--- config.mk ---
export PLATFORM = sky130hd
export DESIGN_NAME = unified_mem_arbiter_flat
export DESIGN_NICKNAME = d
export VERILOG_FILES = /design/src/rtl/unified_mem_arbiter_if.sv /design/src/rtl/unified_mem_arbiter.sv /design/src/flat_wrapper.sv
export SDC_FILE = /design/constraint.sdc
export NUM_CORES = 1
export LEC_CHECK = 0
export BUFFER_PORTS_ARGS = -buffer_cell sky130_fd_sc_hd__clkbuf_2
export CAP_MARGIN = 30
export CORE_MARGIN = 4
export CORE_UTILIZATION = 45
export CTS_BUF_LIST = sky130_fd_sc_hd__clkbuf_8
export CTS_CLUSTER_DIAMETER = 50
export DETAILED_ROUTE_END_ITERATION = 8
export GPL_TIMING_DRIVEN = 0
export PLACE_DENSITY = 0.81
export SKIP_CTS_REPAIR_TIMING = 1
export SLEW_MARGIN = 20
export SYNTH_ARGS = -nofsm -noshare
export SYNTH_HDL_FRONTEND = slang
export SYNTH_SLANG_ARGS = --single-unit
export TNS_END_PERCENT = 5
--- constraint.sdc ---
create_clock -name clk -period 7.3 [get_ports clk]
set_input_delay 0.365 -clock clk [delete_from_list [all_inputs] [get_ports clk]]
set_output_delay 0.365 -clock clk [all_outputs]
set_load 0.01 [all_outputs]
--- src/rtl/unified_mem_arbiter_if.sv ---
// unified_mem_arbiter_if: fetch, data and memory buses of the shared-memory arbiter
interface unified_mem_arbiter_if #(
  parameter int DATA_WIDTH = 32,
  parameter int ADDR_WIDTH = 32
);
  logic                  if_req;
  logic [ADDR_WIDTH-1:0] if_addr;
  logic [DATA_WIDTH-1:0] if_rdata;
  logic                  if_ready;
  logic                  d_req;
  logic                  d_we;
  logic [ADDR_WIDTH-1:0] d_addr;
  logic [DATA_WIDTH-1:0] d_wdata;
  logic [DATA_WIDTH-1:0] d_rdata;
  logic                  d_ready;
  logic                  mem_req;
  logic                  mem_we;
  logic [ADDR_WIDTH-1:0] mem_addr;
  logic [DATA_WIDTH-1:0] mem_wdata;
  logic [DATA_WIDTH-1:0] mem_rdata;
  logic                  mem_ack;
  logic                  stall_f;
  logic                  stall_m;
  modport slave (
    input  if_req, if_addr, d_req, d_we, d_addr, d_wdata, mem_rdata, mem_ack,
    output if_rdata, if_ready, d_rdata, d_ready, mem_req, mem_we, mem_addr, mem_wdata, stall_f, stall_m
  );
  modport master (
    output if_req, if_addr, d_req, d_we, d_addr, d_wdata, mem_rdata, mem_ack,
    input  if_rdata, if_ready, d_rdata, d_ready, mem_req, mem_we, mem_addr, mem_wdata, stall_f, stall_m
  );
endinterface

--- src/rtl/unified_mem_arbiter.sv ---
// unified_mem_arbiter: shares one single-port memory between fetch and data ports with starvation guard
module unified_mem_arbiter #(
  parameter int DATA_WIDTH   = 32,
  parameter int ADDR_WIDTH   = 32,
  parameter int STARVE_LIMIT = 4
) (
  input  logic                     clk,
  input  logic                     reset,
  unified_mem_arbiter_if.slave     bus
);
  typedef enum logic [2:0] {IDLE, BUSY_I, BUSY_D, DONE_I, DONE_D} state_t;
  localparam logic [3:0] LIM = 4'(STARVE_LIMIT);
  state_t                state_q, state_d;
  logic                  mem_we_q, mem_we_d;
  logic [ADDR_WIDTH-1:0] mem_addr_q, mem_addr_d;
  logic [DATA_WIDTH-1:0] mem_wdata_q, mem_wdata_d;
  logic [DATA_WIDTH-1:0] if_rdata_q, if_rdata_d;
  logic [DATA_WIDTH-1:0] d_rdata_q, d_rdata_d;
  logic [3:0]            starve_cnt_q, starve_cnt_d;
  logic                  d_win;
  // a waiting fetch overrides data only once data has won STARVE_LIMIT times in a row
  assign d_win = bus.d_req && !(bus.if_req && starve_cnt_q == LIM);
  always_comb begin
    state_d      = state_q;
    mem_we_d     = mem_we_q;
    mem_addr_d   = mem_addr_q;
    mem_wdata_d  = mem_wdata_q;
    if_rdata_d   = if_rdata_q;
    d_rdata_d    = d_rdata_q;
    starve_cnt_d = starve_cnt_q;
    case (state_q)
      IDLE:
        if (d_win) begin
          state_d      = BUSY_D;
          mem_we_d     = bus.d_we;
          mem_addr_d   = bus.d_addr;
          mem_wdata_d  = bus.d_wdata;
          starve_cnt_d = !bus.if_req ? 4'd0 : starve_cnt_q == LIM ? LIM : starve_cnt_q + 4'd1;
        end else if (bus.if_req) begin
          state_d      = BUSY_I;
          mem_we_d     = 1'b0;
          mem_addr_d   = bus.if_addr;
          starve_cnt_d = 4'd0;
        end
      BUSY_I:
        if (bus.mem_ack) begin
          state_d    = DONE_I;
          if_rdata_d = bus.mem_rdata;
        end
      BUSY_D:
        if (bus.mem_ack) begin
          state_d   = DONE_D;
          d_rdata_d = mem_we_q ? d_rdata_q : bus.mem_rdata;
        end
      default: state_d = IDLE;
    endcase
  end
  always_ff @(posedge clk or posedge reset) begin
    if (reset) begin
      state_q      <= IDLE;
      mem_we_q     <= 1'b0;
      mem_addr_q   <= '0;
      mem_wdata_q  <= '0;
      if_rdata_q   <= '0;
      d_rdata_q    <= '0;
      starve_cnt_q <= 4'd0;
    end else begin
      state_q      <= state_d;
      mem_we_q     <= mem_we_d;
      mem_addr_q   <= mem_addr_d;
      mem_wdata_q  <= mem_wdata_d;
      if_rdata_q   <= if_rdata_d;
      d_rdata_q    <= d_rdata_d;
      starve_cnt_q <= starve_cnt_d;
    end
  end
  assign bus.mem_req   = state_q == BUSY_I || state_q == BUSY_D;
  assign bus.mem_we    = mem_we_q;
  assign bus.mem_addr  = mem_addr_q;
  assign bus.mem_wdata = mem_wdata_q;
  assign bus.if_rdata  = if_rdata_q;
  assign bus.d_rdata   = d_rdata_q;
  assign bus.if_ready  = state_q == DONE_I;
  assign bus.d_ready   = state_q == DONE_D;
  assign bus.stall_f   = bus.if_req && state_q != DONE_I;
  assign bus.stall_m   = bus.d_req && state_q != DONE_D;
endmodule

--- src/flat_wrapper.sv ---
// flat-port wrapper written by rule: the top's interface ports become plain ports
module unified_mem_arbiter_flat 
#(
  parameter int DATA_WIDTH   = 32,
  parameter int ADDR_WIDTH   = 32,
  parameter int STARVE_LIMIT = 4
)
  (clk, reset, bus_if_req, bus_if_addr, bus_d_req, bus_d_we, bus_d_addr, bus_d_wdata, bus_mem_rdata, bus_mem_ack, bus_if_rdata, bus_if_ready, bus_d_rdata, bus_d_ready, bus_mem_req, bus_mem_we, bus_mem_addr, bus_mem_wdata, bus_stall_f, bus_stall_m);
  unified_mem_arbiter_if #(.DATA_WIDTH(DATA_WIDTH), .ADDR_WIDTH(ADDR_WIDTH)) bus_i ();
  input  logic clk;
  input  logic reset;
  input wire logic [$bits(bus_i.if_req)-1:0] bus_if_req;
  input wire logic [$bits(bus_i.if_addr)-1:0] bus_if_addr;
  input wire logic [$bits(bus_i.d_req)-1:0] bus_d_req;
  input wire logic [$bits(bus_i.d_we)-1:0] bus_d_we;
  input wire logic [$bits(bus_i.d_addr)-1:0] bus_d_addr;
  input wire logic [$bits(bus_i.d_wdata)-1:0] bus_d_wdata;
  input wire logic [$bits(bus_i.mem_rdata)-1:0] bus_mem_rdata;
  input wire logic [$bits(bus_i.mem_ack)-1:0] bus_mem_ack;
  output wire logic [$bits(bus_i.if_rdata)-1:0] bus_if_rdata;
  output wire logic [$bits(bus_i.if_ready)-1:0] bus_if_ready;
  output wire logic [$bits(bus_i.d_rdata)-1:0] bus_d_rdata;
  output wire logic [$bits(bus_i.d_ready)-1:0] bus_d_ready;
  output wire logic [$bits(bus_i.mem_req)-1:0] bus_mem_req;
  output wire logic [$bits(bus_i.mem_we)-1:0] bus_mem_we;
  output wire logic [$bits(bus_i.mem_addr)-1:0] bus_mem_addr;
  output wire logic [$bits(bus_i.mem_wdata)-1:0] bus_mem_wdata;
  output wire logic [$bits(bus_i.stall_f)-1:0] bus_stall_f;
  output wire logic [$bits(bus_i.stall_m)-1:0] bus_stall_m;
  assign bus_i.if_req = bus_if_req;
  assign bus_i.if_addr = bus_if_addr;
  assign bus_i.d_req = bus_d_req;
  assign bus_i.d_we = bus_d_we;
  assign bus_i.d_addr = bus_d_addr;
  assign bus_i.d_wdata = bus_d_wdata;
  assign bus_i.mem_rdata = bus_mem_rdata;
  assign bus_i.mem_ack = bus_mem_ack;
  assign bus_if_rdata = bus_i.if_rdata;
  assign bus_if_ready = bus_i.if_ready;
  assign bus_d_rdata = bus_i.d_rdata;
  assign bus_d_ready = bus_i.d_ready;
  assign bus_mem_req = bus_i.mem_req;
  assign bus_mem_we = bus_i.mem_we;
  assign bus_mem_addr = bus_i.mem_addr;
  assign bus_mem_wdata = bus_i.mem_wdata;
  assign bus_stall_f = bus_i.stall_f;
  assign bus_stall_m = bus_i.stall_m;
  unified_mem_arbiter #(.DATA_WIDTH(DATA_WIDTH), .ADDR_WIDTH(ADDR_WIDTH), .STARVE_LIMIT(STARVE_LIMIT)) u_core (.clk(clk), .reset(reset), .bus(bus_i));
endmodule
* Word-level counts from Yosys, hierarchy flattened
Cells that the tools add are included.
** Word-level totals
- Flip-flop bits (word level) :: 136
- Input port bits :: 134
- Output and inout port bits :: 134
- Word-level logic and storage cells :: 45
** Cells by class
- Add/sub/neg operators :: 1
- Eq/ne operators :: 10
- Muxes and demuxes :: 13
- Bitwise gates (word level) :: 1
- Reduce and logical (&&, ||, !) cells :: 13
** Operator list (number)
- 2-to-1 mux 32 bit :: 2
- 2-to-1 mux 4 bit :: 4
- 2-to-1 mux 3 bit :: 4
- case mux 3 bit (3 select lines) :: 1
- == test 3 x 2 -> 1 bit, second input constant :: 2
- inequality test 3 x 2 -> 1 bit, second input constant :: 2
- AND reduction 2 bit :: 3
- AND reduction 3 bit :: 2
- adder 4 x 1 -> 4 bit, second input constant :: 1
- == test 4 x 3 -> 1 bit, second input constant :: 1
- logical AND 1 bit :: 4
- inequality test 2 bit, second input constant :: 2
- == test 3 x 1 -> 1 bit, second input constant :: 1
- == test 3 bit, second input constant :: 1
- logical NOT 3 bit :: 1
- inequality test 3 bit, second input constant :: 1
- 2-to-1 mux 1 bit :: 2
- nonzero test 2 bit :: 1
- logical NOT 1 bit :: 1
- logical OR 1 bit :: 1
- NOT 1 bit :: 1

* Depth between registers and ports, before layout
Gate-level depths: netlist (run 1).
- Word-level depth :: 6
- Mapped depth :: 6
- Mapped depth without buffers :: 5

* Least setup slack after synthesis (run 1)
OpenSTA, ideal clock, no wires.
- Path kind :: reg2reg
- From :: register u_core.starve_cnt_q[0]
- To :: register u_core.mem_wdata_q[10] (netlist: u_core.bus.mem_wdata[10])
- Library setup time :: 125 ps
- Arrival :: 1509 ps
- Required time :: 7175 ps
- Path slack :: 5666 ps
- Cell stages (with the launch flop) :: 7
- Path buffers :: 1
- Period minus slack after synthesis :: 1634 ps
- Cells stage by stage :: dfrtp_1 -> inv_1 -> ha_1 -> nand4b_2 -> nand3_2 -> buf_4 -> mux2_2
** On the way
- Word-level cells in the longest chain between the ends :: 5
** RTL lines
- from (decl) :: RTL line unified_mem_arbiter.sv:19 : logic [3:0] starve_cnt_q, starve_cnt_d;
- from (signal assigned) :: RTL line unified_mem_arbiter.sv:74 : starve_cnt_q <= starve_cnt_d;
- == test 4 x 3 -> 1 bit :: RTL line unified_mem_arbiter.sv:22 : assign d_win = bus.d_req && !(bus.if_req && starve_cnt_q == LIM);
- logical AND 1 bit :: RTL line unified_mem_arbiter.sv:22
- logical NOT 1 bit :: RTL line unified_mem_arbiter.sv:22
- logical AND 1 bit :: RTL line unified_mem_arbiter.sv:22
- AND reduction 2 bit (no source line)
- to (signal assigned) :: RTL line unified_mem_arbiter.sv:71 : mem_wdata_q <= mem_wdata_d;
- to (decl) :: RTL line unified_mem_arbiter.sv:16 : logic [DATA_WIDTH-1:0] mem_wdata_q, mem_wdata_d;
Every way passes these cells.
A chain may end at the register's enable or synchronous reset.

* Worst setup path in the final report (run 1)
- From :: register u_core.starve_cnt_q[1]
- To :: register u_core.mem_wdata_q[17] (netlist: u_core.bus.mem_wdata[17])
The elaborated chain is that of the path after synthesis.

==> results of run 1 <==
critical path, cell delays in order (launching register included):
cell and delay, ns:
dfrtp_1 0.40, inv_1 0.09, ha_1 0.20, nand4b_2 0.28, nand3_2 0.27, buf_4 0.22
mux2_2 0.35
power groups by stage:
stage,registers [mW],clock network [mW],logic [mW]
detailed placement,1.38,0,1.60
CTS,1.37,0.719,1.61
global route,1.42,0.758,1.71
global placement,1.35,0,1.55
floorplan,1.52,0,0.815
finish,1.37,0.705,1.58
cell usage in the layout, fill, tap and decap left out, types with 2 or more instances in the layout:
master	netlist	final
clkbuf_1	10	10
o21ai_1	3	3
clkbuf_2	0	266
mux2_1	6	6
a311oi_1	24	24
nand2_1	3	3
a2bb2oi_2	10	10
a311oi_2	8	8
dfrtp_1	136	136
clkbuf_8	0	18
o21ai_0	35	35
clkinv_4	0	3
buf_4	6	6
inv_1	4	7
a2bb2oi_1	22	22
nor2b_1	2	2
nand2b_1	4	4
nand4_1	3	3
nor2_1	6	6
bufinv_16	0	5
ha_1	2	2
buf_2	10	10
buf_6	7	7
mux2_2	91	91
o211ai_1	2	2
a21oi_1	2	2
per-layer routing:
metal | up-vias | track usage, % | routed length [um]
met5 | - | 0 | 0
met2 | 214 | 40.7 | 9040
met4 | 0 | 8.33 | 333
met1 | 2361 | 24.9 | 5840
li1 | 2137 | - | -
met3 | 27 | 6.78 | 1460
metrics by stage:
step | hold WS (ns) | power (mW) | setup slack (ns) | area (sq um)
6_report | 0.148 | 3.66 | 5.35 | 7910
5_1_grt | 0.114 | 3.88 | 5.21 | 7910
4_1_cts | -0.0648 | 3.69 | 5.36 | 7900
3_5_place_dp | 0.420 | 2.98 | 5.37 | 7450
3_3_place_gp | 0.468 | 2.90 | 2.05 | 7410
2_1_floorplan | 0.496 | 2.33 | 3.30 | 5870
final cells by class:
type / instances / share of cell area (%)
Sequential cell: 136 / 43.0
Multi-Input combinational cell: 238 / 28.2
Timing Repair Buffer: 268 / 17.3
Clock buffer: 18 / 3.13
Buffer: 34 / 2.72
Tap cell: 172 / 2.72
Clock inverter: 14 / 2.62
Inverter: 5 / 0.332
cell families after synthesis:
group	Yosys count	share of synthesized area, %
buffers and inverters	39	3.99
multiplexers	97	18.6
adder cells (fa/ha/maj)	2	0.426
flip-flops	136	58.0
AO/OA/AOI/OAI	109	15.5
AND/OR/NAND/NOR	30	3.45
how the worst min path moves through the flow:
stage	startpoint	to	slack [ns]	cells past startpoint
floorplan	u_core.state_q[2]$_DFFE_PP0P_	u_core.state_q[1]$_DFFE_PP0P_	0.50	1
global placement	u_core.bus.if_rdata[24]$_DFFE_PP0P_	u_core.bus.if_rdata[24]$_DFFE_PP0P_	0.47	1
detailed placement	reset	u_core.bus.mem_wdata[18]$_DFFE_PP0P_	0.42	2
CTS	reset	u_core.bus.mem_wdata[22]$_DFFE_PP0P_	-0.06	2
global route	bus_mem_rdata[28]	u_core.bus.d_rdata[28]$_DFFE_PP0P_	0.11	2
finish	bus_d_wdata[6]	u_core.bus.mem_wdata[6]$_DFFE_PP0P_	0.15	2
registers in the layout, indices dropped and copies added, names as in the netlist:
name                  flops
u_core.bus.d_rdata       32
u_core.bus.if_rdata      32
u_core.bus.mem_addr      32
u_core.bus.mem_wdata     32
u_core.bus.mem_we         1
u_core.starve_cnt_q       4
u_core.state_q            3
synth_stat cells, drive strengths merged (2+ instances only):
| cell | instances |
|---|---|
| a21oi | 2 |
| a2bb2oi | 32 |
| a311oi | 32 |
| buf | 24 |
| clkbuf | 10 |
| dfrtp | 136 |
| ha | 2 |
| inv | 5 |
| mux2 | 97 |
| nand2 | 3 |
| nand2b | 4 |
| nand3 | 2 |
| nand4 | 3 |
| nor2 | 8 |
| nor2b | 2 |
| nor3 | 2 |
| o211ai | 2 |
| o21ai | 38 |
==> flow_metrics.py, run 1 <==
metrics = {
    "setup_path": {
        "r2r_start": "u_core.starve_cnt_q[1]$_DFFE_PP0P_",
        "path_class": "flop to flop",
        "crit_start": "u_core.starve_cnt_q[1]$_DFFE_PP0P_",
        "cp_data_arrival_time_ns": 2.27,
        "rrSetupSlack_ns": 5.35,
        "worstPathMaxFanout": 10,
        "reg2reg_depth": 6,
        "cp-end-kind": "flop",
        "setup.worst_path.end": "u_core.bus.mem_wdata[17]$_DFFE_PP0P_",
        "r2r-end": "u_core.bus.mem_wdata[17]$_DFFE_PP0P_",
        "cp.required_ns": 7.62,
        "start_kind": "flop",
    },
    "synthesis": {
        "avgSynthCellArea_sq_um": 14.2,
        "synth_top_area_share_pct": 58.0,
        "ys_types": 39,
        "synth_edf_count": 0,
        "synth_area_leader_cell": "dfrtp_1",
        "ys_ff_latch": 136,
        "ys_async_sr_fraction_pct": 100,
        "syn_nets": 549,
        "synthTopCellsByArea": "dfrtp_1 (58%), mux2_2 (17%), a311oi_1 (3.6%)",
        "ys.flop_type": "dfrtp_1",
        "netlist_instances": 413,
        "ys_warn_count": 0,
        "netlist_area_sq_um": 5870,
        "ys_seq_area_share_pct": 58.0,
    },
    "timing": {
        "hold_viol_final": 0,
        "final_max_slew_viol_count": 0,
        "setup_viol": 0,
        "rsz0062_at_grt": "no",
        "fin_crit_sh_pct": 26.7,
        "period_needed_ns": 1.95,
        "finClkSkew_ns": 0.00974,
        "worst_pin_slew_ns": 0.499,
        "tns_ns": 0,
        "fmax_mhz": 514,
        "slew_headroom_pct": 66.7,
    },
    "final_layout": {
        "multi_input_area_sq_um": 2230,
        "fin_util_pct": 62.5,
        "nets": 836,
        "synthToLayoutAreaGrowth_pct": 34.9,
        "drive_above_1_share_pct": 61.0,
        "fill_cells": 1056,
        "layout.cells.non_filler": 885,
        "num_antenna_cells": 0,
        "regArea_sq_um": 3400,
    },
    "drt": {
        "drc": 0,
        "drtIter0Drc": 234,
        "via_per_inst": 5.35,
        "routedWlPerCell_um": 18.8,
        "wl_um": 16700,
        "first_pass_iters": 4,
        "postRouteAntennaNets": 0,
        "vias": 4739,
    },
    "clocking": {
        "clk_path_buf_depth": 2,
        "clkSinkCount": 136,
        "cts-buffers-inserted": 17,
        "clock_latency_ns": 0.45,
        "cts_root_buf": "clkbuf_8",
        "cts_tree": "yes",
        "cts_htree_levels": 4,
        "path_clk_slew_ns": 0.08,
    },
    "power": {
        "p_switching_mw": 1.29,
        "comb_power_share_pct": 43.3,
        "power.share.clock_pct": 19.3,
        "power.density_nw_per_um2": 462,
        "cell_internal_pwr_mw": 2.37,
        "ir_drop_mv": 0.259,
        "p_leak_nw": 3.78,
        "pwr-share-seq_pct": 37.4,
        "switching_share_pct": 35.3,
    },
    "placed_design": {
        "gp_congestion": 0.789,
        "dp_hpwl_um": 12700,
        "port_buffers": 266,
        "post-place-cells": 852,
    },
    "worst_hold_path": {
        "min_path_type": "input pin to flop",
    },
    "die": {
        "row_count": 41,
        "die_w_um": 122,
        "die_y_um": 122,
        "die_area_sq_um": 14900,
        "core_area_sq_um": 12700,
        "io_pins": 268,
        "start_util_pct": 46.3,
    },
    "flow_run": {
        "drv_cap": 0,
    },
    "global_route": {
        "gr-usage-all-layers_pct": 22.5,
        "grt_overflow": 0,
        "grt_pass1_wl_um": 26000,
        "grt_antenna_before_repair": 0,
        "grt_pass1_vias": 5097,
        "grt_max_degree": 81,
    },
    "status": {
        "outcome": "complete, no violations",
    },
}
Power figures use the tool's default switching activity.
==> inputs of run 2 (changes only) <==
Settings changed: ABC_AREA from default to 1, CORE_UTILIZATION 45 to 44, PLACE_DENSITY 0.81 to 0.82.
Clock period 7.3 ns to 1.7 ns, I/O delays scaled along.
==> flow_metrics.py, run 2 <==
metrics = {
    "global_route": {
        "use_met1_pct": 25.1,
        "grtUsageMet3_pct": 6.52,
        "grt_max_degree": 35,
        "grt_pass1_vias": 5505,
        "grt_antenna_before_repair": 1,
        "use_met2_pct": 34.9,
        "grt_pass1_wl_um": 26500,
        "grt-busiest-layer": "met2",
        "grt_overflow": 0,
        "gr-usage-all-layers_pct": 20.7,
    },
    "timing": {
        "worst_pin_slew_ns": 0.467,
        "hold_viol_final": 4,
        "rsz0062_at_grt": "no",
        "period_needed_ns": 1.59,
        "whs_ns": -0.0350,
        "fin_crit_sh_pct": 93.7,
        "finClkSkew_ns": 0.0136,
        "final_max_slew_viol_count": 0,
        "setup_viol": 0,
        "slew_headroom_pct": 68.9,
        "fin_ws_ns": 0.107,
        "fmax_mhz": 628,
    },
    "power": {
        "ir_drop_mv": 0.946,
        "power.density_nw_per_um2": 1560,
        "p_leak_nw": 5.19,
    },
    "final_layout": {
        "regArea_sq_um": 3400,
        "drive_above_1_share_pct": 33.5,
        "fin_util_pct": 69.1,
        "fill_cells": 932,
        "nets": 1229,
        "stdcell_area_sq_um": 9260,
        "layout_common_cells": "nand2_1 (273), clkbuf_2 (267), dfrtp_1 (136)",
        "layout.cells.non_filler": 1283,
        "synthToLayoutAreaGrowth_pct": 52.6,
        "multi_input_area_sq_um": 2130,
        "final_common_cell": "nand2_1",
    },
    "synthesis": {
        "ys_seq_area_share_pct": 56.1,
        "netlist_area_sq_um": 6070,
        "synth_top_area_share_pct": 56.1,
        "yosysMostFrequentCell": "nand2_1",
        "ys_types": 27,
        "ys.flop_type": "dfrtp_1",
        "avgSynthCellArea_sq_um": 8.84,
        "netlist_instances": 687,
        "synth_area_leader_cell": "dfrtp_1",
        "ys_ff_latch": 136,
        "synthTopCellsByArea": "dfrtp_1 (56%), nand2_1 (17%), inv_1 (4.6%)",
        "synth.top_cells.by_count": "nand2_1 (273), dfrtp_1 (136), inv_1 (75)",
        "ys_warn_count": 0,
        "synth_edf_count": 0,
        "syn_nets": 823,
        "ys_async_sr_fraction_pct": 100,
    },
    "setup_path": {
        "cp.required_ns": 1.62,
        "worstPathMaxFanout": 4,
        "path_class": "flop to primary output",
        "start_kind": "flop",
        "crit_path_top_delay_cell": "dfrtp_1",
        "cp_data_arrival_time_ns": 1.51,
        "worstPathCellList": "inv_1, nor3_2, nor2_1, clkbuf_2",
        "cpPeakStageDelay_ns": 0.45,
        "cp-end-kind": "primary output",
    },
    "clocking": {
        "cts-buffers-inserted": 17,
        "clk_path_buf_depth": 2,
        "clock_latency_ns": 0.43,
        "path_clk_slew_ns": 0.08,
        "cts_tree": "yes",
        "cts_root_buf": "clkbuf_8",
        "clkSinkCount": 136,
        "cts_htree_levels": 4,
    },
    "die": {
        "die_area_sq_um": 15700,
        "die_y_um": 125,
        "start_util_pct": 45.3,
        "row_count": 42,
        "die_w_um": 125,
        "core_area_sq_um": 13400,
        "io_pins": 268,
    },
    "placed_design": {
        "placed_area_sq_um": 7710,
        "dp_hpwl_um": 12600,
        "pre_cts_ws_ns": 0.0935,
        "gp_congestion": 0.869,
        "port_buffers": 266,
        "post-place-cells": 1133,
    },
    "drt": {
        "first_pass_iters": 7,
        "drc": 0,
        "wl_um": 20000,
        "drtIter0Drc": 384,
        "via_per_inst": 4.87,
        "vias": 6250,
        "postRouteAntennaNets": 0,
        "routedWlPerCell_um": 15.6,
    },
    "status": {
        "outcome": "finished, violations left",
        "violations": "negative hold slack",
    },
    "worst_hold_path": {
        "min_path_type": "input pin to flop",
    },
    "flow_run": {
        "drv_cap": 0,
    },
}
[run 2: logic make-up after synthesis]
family                   share of synthesized area [%]
XOR/XNOR                                         0.289
AO/OA/AOI/OAI                                     6.78
adder cells (fa/ha/maj)                          0.412
buffers and inverters                             9.03
AND/OR/NAND/NOR                                   27.4
flip-flops                                        56.1
[run 2: cell type report]
class	count	share of cell area (%)
flip-flops and latches	136	36.7
repair buffers	387	27.9
multi-input cells	436	23.0
inverters	80	3.28
clock buffers	18	2.67
plain buffers	35	2.67
well taps	176	2.38
clock inverters	14	1.38
diodes	1	0.0270
[run 2: per-stage QoR]
stage | hold slack [ns] | TNS (ns) | total power [mW]
finish | -0.0350 | 0 | 14.4
global route | 0.000505 | 0 | 15.4
CTS | -0.404 | -0.0490 | 14.2
detailed placement | 0.0815 | 0 | 11.7
global placement | 0.280 | -126.36 | 11.4
floorplan | 0.195 | -10.63 | 9.06
[run 2: path summary, 6_finish.rpt]
check,end,cells after the start,slack (ns),startpoint
max in group asynchronous,u_core.starve_cnt_q[0]$_DFFE_PP0P_,5,0.80,reset
min in group asynchronous,u_core.bus.mem_wdata[3]$_DFFE_PP0P_,3,0.17,reset
max,bus_stall_f,4,0.11,u_core.state_q[1]$_DFFE_PP0P_
min,u_core.bus.mem_addr[24]$_DFFE_PP0P_,5,-0.03,bus_if_addr[24]
min reg2reg,u_core.bus.mem_addr[7]$_DFFE_PP0P_,2,0.48,u_core.bus.mem_addr[7]$_DFFE_PP0P_
max reg2reg,u_core.bus.mem_addr[17]$_DFFE_PP0P_,8,0.13,u_core.starve_cnt_q[0]$_DFFE_PP0P_
[run 2: worst max-delay path: cells and delay by family (launching register included)]
family,cells,cell delay [ns]
simple gates,2,0.34
buf+inv,2,0.29
flops,1,0.45
[run 2: power by group]
part | internal [mW] | switching [mW]
Combinational | 2.55 | 3.73
Sequential | 4.75 | 0.923
Clock | 1.20 | 1.30
[run 2: metal layers]
layer | share of wire (%) | wire [um]
met1 | 38 | 7540
met2 | 52 | 10300
met3 | 7.6 | 1520
met4 | 3.1 | 612
met5 | 0 | 0
==> inputs of run 3 (changes only) <==
Settings changed: CORE_UTILIZATION 44 to 45, PLACE_DENSITY 0.82 to 0.81, RECOVER_POWER from default to 100.
Clock period 1.7 ns to 1.62 ns, I/O delays scaled along.
==> flow_metrics.py, run 3 (synthesis results as in run 2) <==
metrics = {
    "status": {
        "outcome": "finished, violations left",
        "violations": "negative hold slack",
    },
    "global_route": {
        "gr-usage-all-layers_pct": 21.0,
        "grt_antenna_before_repair": 0,
        "grt_pass1_vias": 5261,
        "grt_max_degree": 35,
        "grt_pass1_wl_um": 25100,
        "grt_overflow": 0,
    },
    "timing": {
        "final_max_slew_viol_count": 0,
        "slew_headroom_pct": 46.6,
        "fin_crit_sh_pct": 97.8,
        "worst_pin_slew_ns": 0.796,
        "tns_ns": 0,
        "fmax_mhz": 631,
        "period_needed_ns": 1.58,
        "setup_viol": 0,
        "whs_ns": -0.0158,
        "finClkSkew_ns": 0.0122,
        "hold_viol_final": 4,
    },
    "power": {
        "total_power_mw": 14.9,
        "power.density_nw_per_um2": 1630,
        "ir_drop_mv": 0.927,
        "p_leak_nw": 4.80,
    },
    "drt": {
        "m1WireLength_um": 7240,
        "first_pass_iters": 5,
        "wl_met3_um": 2000,
        "via_per_inst": 4.92,
        "postRouteAntennaNets": 0,
        "drc": 0,
        "wl_um": 20200,
        "vias": 6333,
        "wl_met2_um": 10100,
        "routed.top_layer": "met4",
        "drtIter0Drc": 502,
        "routedWlPerCell_um": 15.7,
    },
    "die": {
        "row_count": 42,
        "start_util_pct": 45.8,
        "core_area_sq_um": 13200,
        "die_area_sq_um": 15400,
        "die_w_um": 124,
        "die_y_um": 124,
        "io_pins": 268,
    },
    "flow_run": {
        "drv_cap": 0,
    },
    "final_layout": {
        "layout_common_cells": "nand2_1 (273), clkbuf_2 (139), clkbuf_1 (136)",
        "fill_cells": 1036,
        "synthToLayoutAreaGrowth_pct": 50.2,
        "drive_above_1_share_pct": 22.0,
        "final_common_cell": "nand2_1",
        "nets": 1234,
        "layout.cells.non_filler": 1288,
    },
    "clocking": {
        "cts_root_buf": "clkbuf_8",
        "cts_htree_levels": 4,
        "path_clk_slew_ns": 0.08,
        "cts_tree": "yes",
        "clkSinkCount": 136,
        "cts-buffers-inserted": 17,
        "clock_latency_ns": 0.44,
        "clk_path_buf_depth": 2,
    },
    "placed_design": {
        "port_buffers": 266,
        "dp_hpwl_um": 12300,
        "gp_congestion": 0.813,
        "post-place-cells": 1133,
    },
    "setup_path": {
        "cp-end-kind": "flop",
        "cp_top_family": "simple AND/OR/NAND/NOR gates",
        "cp_data_arrival_time_ns": 1.91,
        "path_class": "flop to flop",
        "start_kind": "flop",
        "worstPathCellList": "inv_2, ha_4, nand4_4, nand2_4, buf_6, nand2_1, nand3_1, nand2_1",
        "cp.required_ns": 1.95,
        "path_common_cell": "nand2_1",
        "worstPathMaxFanout": 10,
        "crit_path_top_delay_cell": "dfrtp_1",
        "cpPeakStageDelay_ns": 0.42,
        "path_buf_inv": 2,
    },
    "worst_hold_path": {
        "min_path_type": "input pin to flop",
    },
}
-- run 3: cell count changes in the layout (fill, tap and decap cells not counted), sizes merged --
cell,delta
clkinv,+2
clkbuf,+5
dlygate4sd3,+4
inv,-1
buf,-4
bufinv,+1
clkinvlp,-2
-- run 3: tightest hold or removal path: cells and delay by family --
kind / cells / cell delay [ns]
buffers and inverters: 1 / 0.07
and+or+nand+nor: 3 / 0.22
-- run 3: metrics by stage --
stage	util [%]	instance area (sq um)	setup WS (ns)
floorplan	-	6070	-0.154
global placement	57.6	7630	-1.01
detailed placement	58.2	7710	0.00743
CTS	61.1	8090	-0.116
global route	68.8	9110	-0.0383
finish	68.8	9120	0.0355
-- run 3: path summary, 6_finish.rpt --
kind | from | end | slack (ns) | cells after the start
setup reg to reg | u_core.starve_cnt_q[0]$_DFFE_PP0P_ | u_core.bus.mem_addr[19]$_DFFE_PP0P_ | 0.04 | 8
max in group asynchronous | reset | u_core.state_q[0]$_DFFE_PP0P_ | 0.24 | 5
min in group asynchronous | reset | u_core.bus.mem_wdata[18]$_DFFE_PP0P_ | 0.30 | 3
hold reg to reg | u_core.bus.mem_addr[5]$_DFFE_PP0P_ | u_core.bus.mem_addr[5]$_DFFE_PP0P_ | 0.48 | 2
hold / removal | bus_d_addr[1] | u_core.bus.mem_addr[1]$_DFFE_PP0P_ | -0.02 | 4
setup / recovery | u_core.starve_cnt_q[0]$_DFFE_PP0P_ | u_core.bus.mem_addr[19]$_DFFE_PP0P_ | 0.04 | 8
-- run 3: layer usage --
metal,track usage (%),vias to the layer above
met5,0,-
met4,7.60,0
met3,8.04,70
met2,34.5,350
met1,25.3,2950
li1,-,2963
-- run 3: report_power, final --
part           internal (mW)  leakage, nW  switching (mW)  total (mW)
clock network           1.39        0.199            1.32        2.71
registers               4.99         1.69           0.951        5.94
logic                   2.30         2.91            3.92        6.22
total                   8.67         4.80            6.20        14.9
-- run 3: cell type report --
type,count,area [sq um],share of cell area [%]
timing repair buffer,392,2440,26.8
buffer,35,235,2.58
clock inverter,14,135,1.48
clock buffer,18,248,2.72
inverter,80,302,3.31
sequential,136,3410,37.4
antenna,1,2.50,0.0274
multi-input combinational,436,2130,23.3
tap,176,220,2.42
